===== config.mk =====
export PLATFORM = sky130hd
export DESIGN_NAME = calc2_port_responder
export DESIGN_NICKNAME = d
export VERILOG_FILES = /design/src/rtl/calc2_pkg.sv /design/src/rtl/calc2_alu.sv /design/src/rtl/calc2_port_responder.sv
export SDC_FILE = /design/constraint.sdc
export NUM_CORES = 1
export LEC_CHECK = 0
export CAP_MARGIN = 30
export CORE_MARGIN = 2
export CORE_UTILIZATION = 30
export DETAILED_ROUTE_END_ITERATION = 8
export PLACE_DENSITY_LB_ADDON = 0.25
export SLEW_MARGIN = 0
export SYNTH_ARGS = -nofsm -noshare
export SYNTH_HDL_FRONTEND = slang
export SYNTH_SLANG_ARGS = --single-unit

===== constraint.sdc =====
create_clock -name c_clk -period 10.75 [get_ports c_clk]
set_input_delay 2.15 -clock c_clk [delete_from_list [all_inputs] [get_ports c_clk]]
set_output_delay 2.15 -clock c_clk [all_outputs]
set_load 0.005 [all_outputs]

===== src/rtl/calc2_pkg.sv =====
// Shared command/response encodings and the response record for the calc2 responder.
package calc2_pkg;

  localparam int CALC2_DATA_W = 32;

  localparam logic [3:0] CMD_NOP = 4'd0;
  localparam logic [3:0] CMD_ADD = 4'd1;
  localparam logic [3:0] CMD_SUB = 4'd2;
  localparam logic [3:0] CMD_SHL = 4'd5;
  localparam logic [3:0] CMD_SHR = 4'd6;

  localparam logic [1:0] RESP_NONE = 2'd0;
  localparam logic [1:0] RESP_OK   = 2'd1;
  localparam logic [1:0] RESP_ERR  = 2'd2;

  // An all-zero record is an empty delay-line slot.
  typedef struct packed {
    logic [1:0]              resp;
    logic [CALC2_DATA_W-1:0] data;
    logic [1:0]              tag;
  } rsp_t;

endpackage


===== src/rtl/calc2_alu.sv =====
// Combinational calc2 datapath: add/sub with range errors, logical shifts, invalid-cmd errors.
module calc2_alu
  import calc2_pkg::*;
#(
  parameter int DATA_W = 32
) (
  input  logic [3:0]        i_cmd,
  input  logic [DATA_W-1:0] i_op1,
  input  logic [DATA_W-1:0] i_op2,
  output logic [1:0]        o_resp,
  output logic [DATA_W-1:0] o_data
);

  logic [DATA_W:0] w_sum;
  assign w_sum = {1'b0, i_op1} + {1'b0, i_op2};

  always_comb begin
    o_resp = RESP_ERR;
    o_data = '0;
    case (i_cmd)
      CMD_ADD: if (!w_sum[DATA_W]) begin
        o_resp = RESP_OK;
        o_data = w_sum[DATA_W-1:0];
      end
      CMD_SUB: if (i_op2 <= i_op1) begin
        o_resp = RESP_OK;
        o_data = i_op1 - i_op2;
      end
      CMD_SHL: begin
        o_resp = RESP_OK;
        o_data = i_op1 << i_op2[4:0];
      end
      CMD_SHR: begin
        o_resp = RESP_OK;
        o_data = i_op1 >> i_op2[4:0];
      end
      default: ;
    endcase
  end

endmodule


===== src/rtl/calc2_port_responder.sv =====
// calc2 single-port responder: two-cycle request capture, ALU, fixed-latency response line.
// Optional duplicate-tag rejection via CALC2_DUP_TAG_CHECK_EN. DATA_W must equal CALC2_DATA_W.
module calc2_port_responder
  import calc2_pkg::*;
#(
  parameter int LATENCY = 3,
  parameter int DATA_W  = CALC2_DATA_W
) (
  input  logic              c_clk,
  input  logic              reset,
  input  logic [3:0]        req_cmd_in,
  input  logic [DATA_W-1:0] req_data_in,
  input  logic [1:0]        req_tag_in,
  output logic [1:0]        out_resp,
  output logic [DATA_W-1:0] out_data,
  output logic [1:0]        out_tag
);

  typedef enum logic {S_IDLE, S_OP2} state_t;

  state_t            r_state;
  logic [3:0]        r_cmd;
  logic [1:0]        r_tag;
  logic [DATA_W-1:0] r_op1;
  logic              w_issue;
  logic              w_dup;
  logic [1:0]        w_alu_resp;
  logic [DATA_W-1:0] w_alu_data;
  rsp_t              w_in;
  rsp_t              r_pipe [1:LATENCY];

  always_ff @(posedge c_clk or posedge reset) begin
    if (reset) begin
      r_state <= S_IDLE;
      r_cmd   <= CMD_NOP;
      r_tag   <= '0;
      r_op1   <= '0;
    end else begin
      case (r_state)
        S_IDLE: if (req_cmd_in != CMD_NOP) begin
          r_cmd   <= req_cmd_in;
          r_tag   <= req_tag_in;
          r_op1   <= req_data_in;
          r_state <= S_OP2;
        end
        S_OP2:   r_state <= S_IDLE;
        default: r_state <= S_IDLE;
      endcase
    end
  end

  assign w_issue = (r_state == S_OP2);

  // Operand2 goes straight from the port into the ALU; it is captured by the delay line.
  calc2_alu #(.DATA_W(DATA_W)) u_alu (
    .i_cmd  (r_cmd),
    .i_op1  (r_op1),
    .i_op2  (req_data_in),
    .o_resp (w_alu_resp),
    .o_data (w_alu_data)
  );

`ifdef CALC2_DUP_TAG_CHECK_EN
  logic [3:0]         r_busy;
  logic [3:0]         w_clr;
  logic [3:0]         w_set;
  logic [LATENCY:1]   r_own;

  // r_own marks slots that set a busy bit, so a rejected duplicate never clears a live tag.
  always_comb begin
    w_clr = '0;
    if (r_own[LATENCY]) w_clr[r_pipe[LATENCY].tag] = 1'b1;
    w_dup = r_busy[r_tag] & ~w_clr[r_tag];
    w_set = '0;
    if (w_issue && !w_dup) w_set[r_tag] = 1'b1;
  end

  always_ff @(posedge c_clk or posedge reset) begin
    if (reset) begin
      r_busy <= '0;
      r_own  <= '0;
    end else begin
      r_busy   <= (r_busy & ~w_clr) | w_set;
      r_own[1] <= |w_set;
      for (int k = 2; k <= LATENCY; k++) r_own[k] <= r_own[k-1];
    end
  end
`else
  assign w_dup = 1'b0;
`endif

  always_comb begin
    w_in      = '0;
    w_in.tag  = r_tag;
    w_in.resp = w_dup ? RESP_ERR : w_alu_resp;
    w_in.data = w_dup ? '0 : w_alu_data;
  end

  always_ff @(posedge c_clk or posedge reset) begin
    if (reset) begin
      for (int k = 1; k <= LATENCY; k++) r_pipe[k] <= '0;
    end else begin
      r_pipe[1] <= w_issue ? w_in : '0;
      for (int k = 2; k <= LATENCY; k++) r_pipe[k] <= r_pipe[k-1];
    end
  end

  assign out_resp = r_pipe[LATENCY].resp;
  assign out_data = r_pipe[LATENCY].data;
  assign out_tag  = r_pipe[LATENCY].tag;

endmodule


==> Yosys cells after proc, flatten, opt, wreduce, memory -nomap -nowiden <==
Index checks and enable logic that the tools add are counted.
{ "word_totals": {"elab_cells": 35, "in_bits": 40, "regBits": 147, "out_inout_bits": 36} }
{ "op_classes": {"magnitude_cmp": 1, "eq_ne": 4, "bitwise_logic": 1, "reduce_logical": 3, "shift": 2, "n_mux": 9, "addsub": 2} }
{ "ops": {"columns": ["operator", "n"], "rows": [
  ["one-hot mux 32 bit (4 select lines)", 1],
  ["two-way mux 32 bit", 2],
  ["two-way mux 36 bit", 1],
  ["adder 32 x 32 -> 33 bit", 1],
  ["<= comparator 32 bit", 1],
  ["left shift 32 x 5 -> 32 bit", 1],
  ["right shift 32 x 5 -> 32 bit", 1],
  ["subtractor 32 bit", 1],
  ["equality test 4 x 3 -> 1 bit, second input constant", 2],
  ["one-hot mux 2 bit (3 select lines)", 1],
  ["equality test 4 x 1 -> 1 bit, second input constant", 1],
  ["equality test 4 x 2 -> 1 bit, second input constant", 1],
  ["two-way mux 2 bit", 2],
  ["nonzero test 4 bit", 1],
  ["one-hot mux 1 bit (2 select lines)", 1],
  ["AND reduction 2 bit", 1],
  ["OR reduction 2 bit", 1],
  ["two-way mux 1 bit", 1],
  ["inverter 1 bit", 1]
]} }

==> Depth between registers and ports, before layout <==
Gate-level depths: netlist (run 1).
{ "depth": {"depth_word": 4, "ltp_mapped": 18, "ltp_nobuf": 12} }

==> Cells and area by module <==
Synthesis (run 1) repeated with hierarchy kept, for this count alone.
{ "unflattened": {"cells_unflattened": 1364, "area_unflattened_um2": 11768.8} }
{ "by_module_without_submodules": {"columns": ["mod", "cells_per_inst", "seq_area_each_um2", "area_per_inst_um2", "n_inst"], "rows": [
  ["calc2_alu", 1091, 0.0, 7076.8, 1],
  ["calc2_port_responder", 273, 3678.5, 4692.0, 1]
]} }

==> Worst setup path after synthesis (run 1) <==
No wires, ideal clock.
{ "synth_path": {"kind": "input-to-reg", "start": "in req_data_in[2]", "end": "reg r_pipe[77] in the netlist's numbering", "path_slack_ns": 4.891, "setup_ns": 0.132, "n_path_buf": 5, "required_ns": 10.618, "t_arrival_ns": 5.727, "path_stages": 16, "path_cell_list": "clkbuf_1 inv_1 clkbuf_1 buf_1 clkbuf_1 ha_1 buf_2 o21bai_2 a21oi_1 o311a_1 o31a_1 o21a_1 o21a_1 a221o_1 a222oi_1 nor2_1"} }
{ "synth_between": {"elab_chain_len": 4, "elab_cells_between_ends": 9, "classes_between": "add/sub (2); order compare (1); shift (2); mux (4)"} }
{ "synth_rtl": {"columns": ["element", "line", "source"], "rows": [
  ["start: declaration", "calc2_port_responder.sv:12", "input logic [DATA_W-1:0] req_data_in,"],
  ["subtractor 32 bit (tied with other cells)", "calc2_alu.sv:27", "o_data = i_op1 - i_op2;"],
  ["two-way mux 32 bit, on equally long branches", "calc2_alu.sv:25, calc2_alu.sv:21", null],
  ["one-hot mux 32 bit (4 select lines) (*)", "calc2_alu.sv:20", "case (i_cmd)"],
  ["two-way mux 36 bit (*)", "calc2_port_responder.sv:103", "r_pipe[1] <= w_issue ? w_in : '0;"],
  ["end: declaration", "calc2_port_responder.sv:30", "rsp_t r_pipe [1:LATENCY];"]
]} }
Every way passes the cells marked *; elsewhere a longest branch is shown, timed or not.
A chain may end at the register's enable or synchronous reset.

==> Final worst setup path (run 1) <==
{ "layout_path": {"start": "in req_data_in[4]", "end": "reg r_pipe[86] in the netlist's numbering"} }
The elaborated chain is that of the path after synthesis.

==> metrics.cfg, run 1 <==
[pwr]
p_per_area_mw_per_mm2=197.5
power_frac_seq_pct=28.4
total_power_uw=2638
leakage_uw=0.005676
pwr-share-comb_pct=47.1
p_int_uw=1463
switching_power_uw=1175
ir_drop_uv=102.0
switching_share_pct=44.53
power_frac_clock_pct=24.5

[worst_hold_path]
holdPathStages=0
hp-class=reg2reg
hold_start=r_pipe[57]$_DFF_PP0_
worstHoldEndpoint=out_data[19]$_DFF_PP0_

[final_layout]
syn_to_final_growth_pct=13.08
drive_gt1_share_pct=9.382
diodes=0
layout.nets=1501

[placed_design]
dp_hpwl_um=33910
portBuffers=75
place.gp.congestion=0.9307

[sta]
rsz0062_at_grt=no
finalCriticalPeriod_ns=6.634
final-hold-violation-count=0
setup_violations=0
worst_pin_slew_ns=1.041
tns_ns=0
slew_headroom_pct=30.37
clock_skew_ns=0.01832
slew_violations=0
layout_worst_path_cycle_share_pct=61.71
max_freq_mhz=150.7

[synthesis]
yosysMostFrequentCell=dfrtp_1
yosysSeqAreaShare_pct=31.14
yosys_warnings=0
yosys.cell_types.count=79
netlist.area_leader.share_pct=31.14
ys_seq_elements=147
syn_nets=1516
syn_inst=1409
synth_area_leaders=dfrtp_1 (31%), ha_1 (6.9%), a21oi_1 (5.6%)
yosysTopAreaCell=dfrtp_1
synth_async_sr_flop_share_pct=100.0
synth_area_mm2=0.01181
synth_edf_count=0
netlist_top_cells_count=dfrtp_1 (147), nand2_1 (136), a21oi_1 (133), nor2_1 (113), o21ai_0 (91)
synth_ff_type=dfrtp_1
avgSynthCellArea_um2=8.385

[clock_tree]
htree_levels=4
clk_pin_slew_worst_paths_ns=0.07
cts_tree=built
cts-root-buf=clkbuf_16
cts.sinks=147
postCtsHoldBufs=0
post_cts_resized=0
cts_setup_buffers=0
max-clock-path-buffers=2
clock_latency_ns=0.46
cts_buffers=17

[detailed_routing]
ant_nets=0
wl_um=44970
routed-via-count=11040
wl_per_cell_um=23.36
via_per_inst=5.736
drt_iter0_drc=1236
firstDrtPassIters=6
drcViolationCount=0

[critical_path]
reg2reg_depth=10
crit_required_ns=11.14
cp_max_fo=19
timing.rr.start=r_op1[22]$_DFFE_PP0P_
worstSetupPathType=in2reg
r2r_end=r_pipe[86]$_DFF_PP0_
startpoint_type=primary input
worstPathArrival_ns=7.02
rrSetupSlack_ns=6.36
cp-end-kind=flip-flop

[run]
maxCapViolCount=0

[floorplanning]
fp.dieH_um=202.4
die_area_mm2=0.04098
io_pins=76
initial_core_util_pct=30.50
rows=72
die_width_um=202.4
core_area_mm2=0.03874

[global_route]
antenna_found_initial=1
gr-usage-all-layers_pct=21.85
grt_pass1_wl_um=67570
grt_max_degree=84
grt_pass1_vias=10560
grt.overflow.total=0

[status]
status=finished clean

-- kinds of logic (layout without fill, tap and decap cells) --
logic type / Yosys count / count (layout) / share of synthesized area [%]
fa+ha+maj: 67 / 67 / 7.223
compound gates: 467 / 467 / 26.00
simple gates: 398 / 398 / 15.45
buf+inv: 209 / 207 / 8.187
flops: 147 / 147 / 31.14
xor+xnor: 16 / 16 / 1.186
mux: 105 / 105 / 10.81
-- per-layer routing --
metal | up-vias | track usage (%) | part of all wire (%)
li1 | 5075 | - | -
met1 | 5445 | 31.05 | 46
met2 | 462 | 32.63 | 44
met3 | 59 | 5.111 | 8.1
met4 | 0 | 6.960 | 2.4
met5 | - | 0 | 0
-- power groups by stage --
stage / Combinational (uW) / Clock (uW) / Sequential, uW
floorplan: 862 / 0 / 700
global placement: 1220 / 0 / 754
detailed placement: 1210 / 0 / 756
CTS: 1210 / 667 / 745
global route: 1340 / 688 / 759
finish: 1240 / 647 / 748
-- critical path, cell delays in order --
cell             delay [ns]
clkdlybuf4s50_1        0.89
clkinv_1               0.48
ha_1                   0.67
and3_1                 0.22
a21oi_1                0.05
nand3_1                0.20
nand2_1                0.13
a2111oi_0              0.80
or3_1                  0.53
buf_4                  0.38
a221oi_1               0.14
o21bai_1               0.19
a31oi_1                0.17
-- per-stage QoR --
step           std cells  cell area, um^2  worst slack [ns]  util (%)  hold slack [ns]
2_1_floorplan       1409            11810             4.649         -           0.3312
3_3_place_gp        1892            12710             3.903     32.81           0.3321
3_5_place_dp        1893            12740             3.722     32.88           0.3347
4_1_cts             1925            13360             4.195     34.49           0.3459
5_1_grt             1925            13360             3.840     34.49           0.3516
6_report            1925            13360             4.116     34.49           0.3445
-- cell type report --
cell class              count  area [um^2]
multi-input cells        1053         7203
flip-flops and latches    147         3679
clock buffers              18        429.2
clock inverters            14        191.4
repair buffers             95        903.4
inverters                  80        305.3
fillers                  4067        25380
well taps                 518        648.1
-- worst max path at each step --
stage                         startpoint               endpoint  slack (ns)  cells past startpoint
after floorplan                    reset  out_data[0]$_DFF_PP0_        4.65                      1
after global placement    req_data_in[4]   r_pipe[87]$_DFF_PP0_        3.90                     13
after detailed placement  req_data_in[4]   r_pipe[86]$_DFF_PP0_        3.72                     13
after CTS                 req_data_in[4]   r_pipe[86]$_DFF_PP0_        4.20                     13
after global routing      req_data_in[4]   r_pipe[86]$_DFF_PP0_        3.84                     13
final                     req_data_in[4]   r_pipe[86]$_DFF_PP0_        4.12                     13
-- registers in the layout (all words and copies together), names as in the netlist --
signal,count
r_tag,2
r_cmd,4
r_op1,32
out_data,32
r_state,1
out_tag,2
r_pipe,72
out_resp,2
-- cells in the final DEF, fill, tap and decap left out, types with 12 or more instances in the layout --
cell / count
a211oi_1: 17
a21o_1: 20
a21oi_1: 133
a221oi_1: 15
a31oi_1: 24
and2_1: 14
buf_4: 20
clkbuf_16: 17
clkdlybuf4s50_1: 71
dfrtp_1: 147
ha_1: 65
inv_1: 77
mux2_2: 41
mux2i_1: 50
mux4_2: 14
nand2_1: 136
nand2b_1: 12
nand3_1: 29
nor2_1: 112
nor2b_1: 14
nor3_1: 27
o211ai_1: 15
o21ai_0: 90
o22ai_1: 30
o31ai_1: 12
xnor2_1: 14
No activity file was read; power rests on OpenSTA's default activity.
==> inputs of run 2 (changes only) <==
==> constraint.sdc (replaced) <==
create_clock -name c_clk -period 5.9 [get_ports c_clk]
set_input_delay 1.18 -clock c_clk [delete_from_list [all_inputs] [get_ports c_clk]]
set_output_delay 1.18 -clock c_clk [all_outputs]
set_load 0.005 [all_outputs]
==> metrics.cfg, run 2 (synthesized netlist as in run 1, its figures left out) <==
[placed_design]
portBuffers=75
post-place-cells=1898
dp_hpwl_um=32970
place.gp.congestion=0.9431

[global_route]
grt.overflow.total=0
gr-usage-all-layers_pct=21.47
grt_pass1_wl_um=66670
grt_max_degree=148
antenna_found_initial=2
grt_pass1_vias=10490

[pwr]
power_frac_seq_pct=28.9
p_int_uw=2548
power_frac_clock_pct=22.8
switching_share_pct=45.66
p_per_area_mw_per_mm2=352.2
ir_drop_uv=176.1
pwr-share-comb_pct=48.3
switching_power_uw=2141
leakage_uw=0.005653

[critical_path]
worstSetupPathType=in2reg
cp_max_fo=23
critical_path.cell_chain=clkdlybuf4s50_1 > buf_4 > clkinv_1 > ha_1 > and3_1 > a21oi_1 > nand3_1 > nand2_1 > a2111oi_0 > or3_1 > buf_4 > a221oi_1 > a31oi_1 > o21a_1
crit_buf_inv=4
crit_top_cell=buf_4
crit_required_ns=6.30
startpoint_type=primary input
critPathMaxStageDelay_ns=0.67
worstPathArrival_ns=5.11
cp-end-kind=flip-flop
cpLargestDelayFamily=compound AO/OA/AOI/OAI gates
slowest_stage=a2111oi_0

[final_layout]
drive_gt1_share_pct=9.844
post_layout_nonfiller_instances=1930
layout_common_cells=dfrtp_1 (147), nand2_1 (136), a21oi_1 (133)
diodes=0
final_common_cell=dfrtp_1
regMostFlops=r_pipe
final_core_util_pct=34.37
syn_to_final_growth_pct=12.71
fillers=4063
multi_input_area_mm2=0.007196
seq_area_mm2=0.003679
layout.nets=1506
largest_reg_flops=72

[floorplanning]
die_area_mm2=0.04098
core_area_mm2=0.03874
die_width_um=202.4
rows=72
io_pins=76
fp.dieH_um=202.4
initial_core_util_pct=30.50

[clock_tree]
cts_setup_buffers=0
cts.sinks=147
cts_buffers=17
clock_latency_ns=0.47
cts_tree=built
clk_pin_slew_worst_paths_ns=0.07
postCtsHoldBufs=0
post_cts_resized=0
cts-root-buf=clkbuf_16
htree_levels=4
max-clock-path-buffers=2

[sta]
slew_headroom_pct=27.01
max_freq_mhz=212.4
slew_violations=0
final-hold-violation-count=0
setup_violations=0
rsz0062_at_grt=no
layout_worst_path_cycle_share_pct=79.80
worst_pin_slew_ns=1.086
finalCriticalPeriod_ns=4.708
clock_skew_ns=0.02026
tns_ns=0

[detailed_routing]
via_per_inst=5.708
routed-via-count=11020
wl_per_cell_um=22.70
drcViolationCount=0
firstDrtPassIters=5
wl_um=43810
ant_nets=0
drt_iter0_drc=1341

[status]
status=finished clean

[worst_hold_path]
hp-class=reg2reg

[run]
maxCapViolCount=0

run 2: cell count changes in the layout (fill, tap and decap cells not counted), sizes merged:
cell,before,now
buf,24,29
clkinvlp,1,3
clkinv,5,6
bufinv,3,0
run 2: power by group through the flow:
stage	sequential (uW)	combinational (uW)	clock, uW
global route	1380	2440	1150
CTS	1350	2210	1110
finish	1360	2260	1070
global placement	1370	2230	0
floorplan	1280	1570	0
detailed placement	1370	2200	0
run 2: worst paths after layout:
kind | from | to | slack (ns) | cells after the start
worst min-delay path | r_pipe[84]$_DFF_PP0_ | r_pipe[48]$_DFF_PP0_ | 0.35 | 0
worst max register to register | r_op1[1]$_DFFE_PP0P_ | r_pipe[77]$_DFF_PP0_ | 1.83 | 11
min in group asynchronous | reset | out_data[1]$_DFF_PP0_ | 1.31 | 3
worst max-delay path | req_data_in[4] | r_pipe[98]$_DFF_PP0_ | 1.19 | 14
worst min register to register | r_pipe[84]$_DFF_PP0_ | r_pipe[48]$_DFF_PP0_ | 0.35 | 0
max in group asynchronous | reset | r_pipe[63]$_DFF_PP0_ | 3.95 | 3
run 2: routing by layer:
layer | vias up | routed length [um] | global-route usage, %
li1 | 5076 | - | -
met1 | 5401 | 20360 | 30.91
met2 | 470 | 19310 | 32.33
met3 | 67 | 3033 | 3.837
met4 | 2 | 1090 | 7.143
met5 | - | 13 | 0
run 2: area by class of cell:
| class | instances | area share (%) |
|---|---|---|
| well taps | 518 | 4.867 |
| multi-input cells | 1053 | 54.04 |
| inverters | 80 | 2.293 |
| flip-flops and latches | 147 | 27.63 |
| repair buffers | 100 | 7.010 |
| clock buffers | 18 | 3.298 |
| clock inverters | 14 | 0.8645 |
run 2: metrics by stage:
stage | hold WS, ns | instance area, um^2 | setup slack, ns | total power (uW)
finish | 0.3469 | 13320 | 1.192 | 4689
global route | 0.3526 | 13320 | 0.9745 | 4962
CTS | 0.3479 | 13320 | 1.306 | 4675
detailed placement | 0.3347 | 12760 | 0.8123 | 3573
global placement | 0.3327 | 12760 | 0.8342 | 3595
floorplan | 0.3312 | 11810 | 0.7687 | 2847
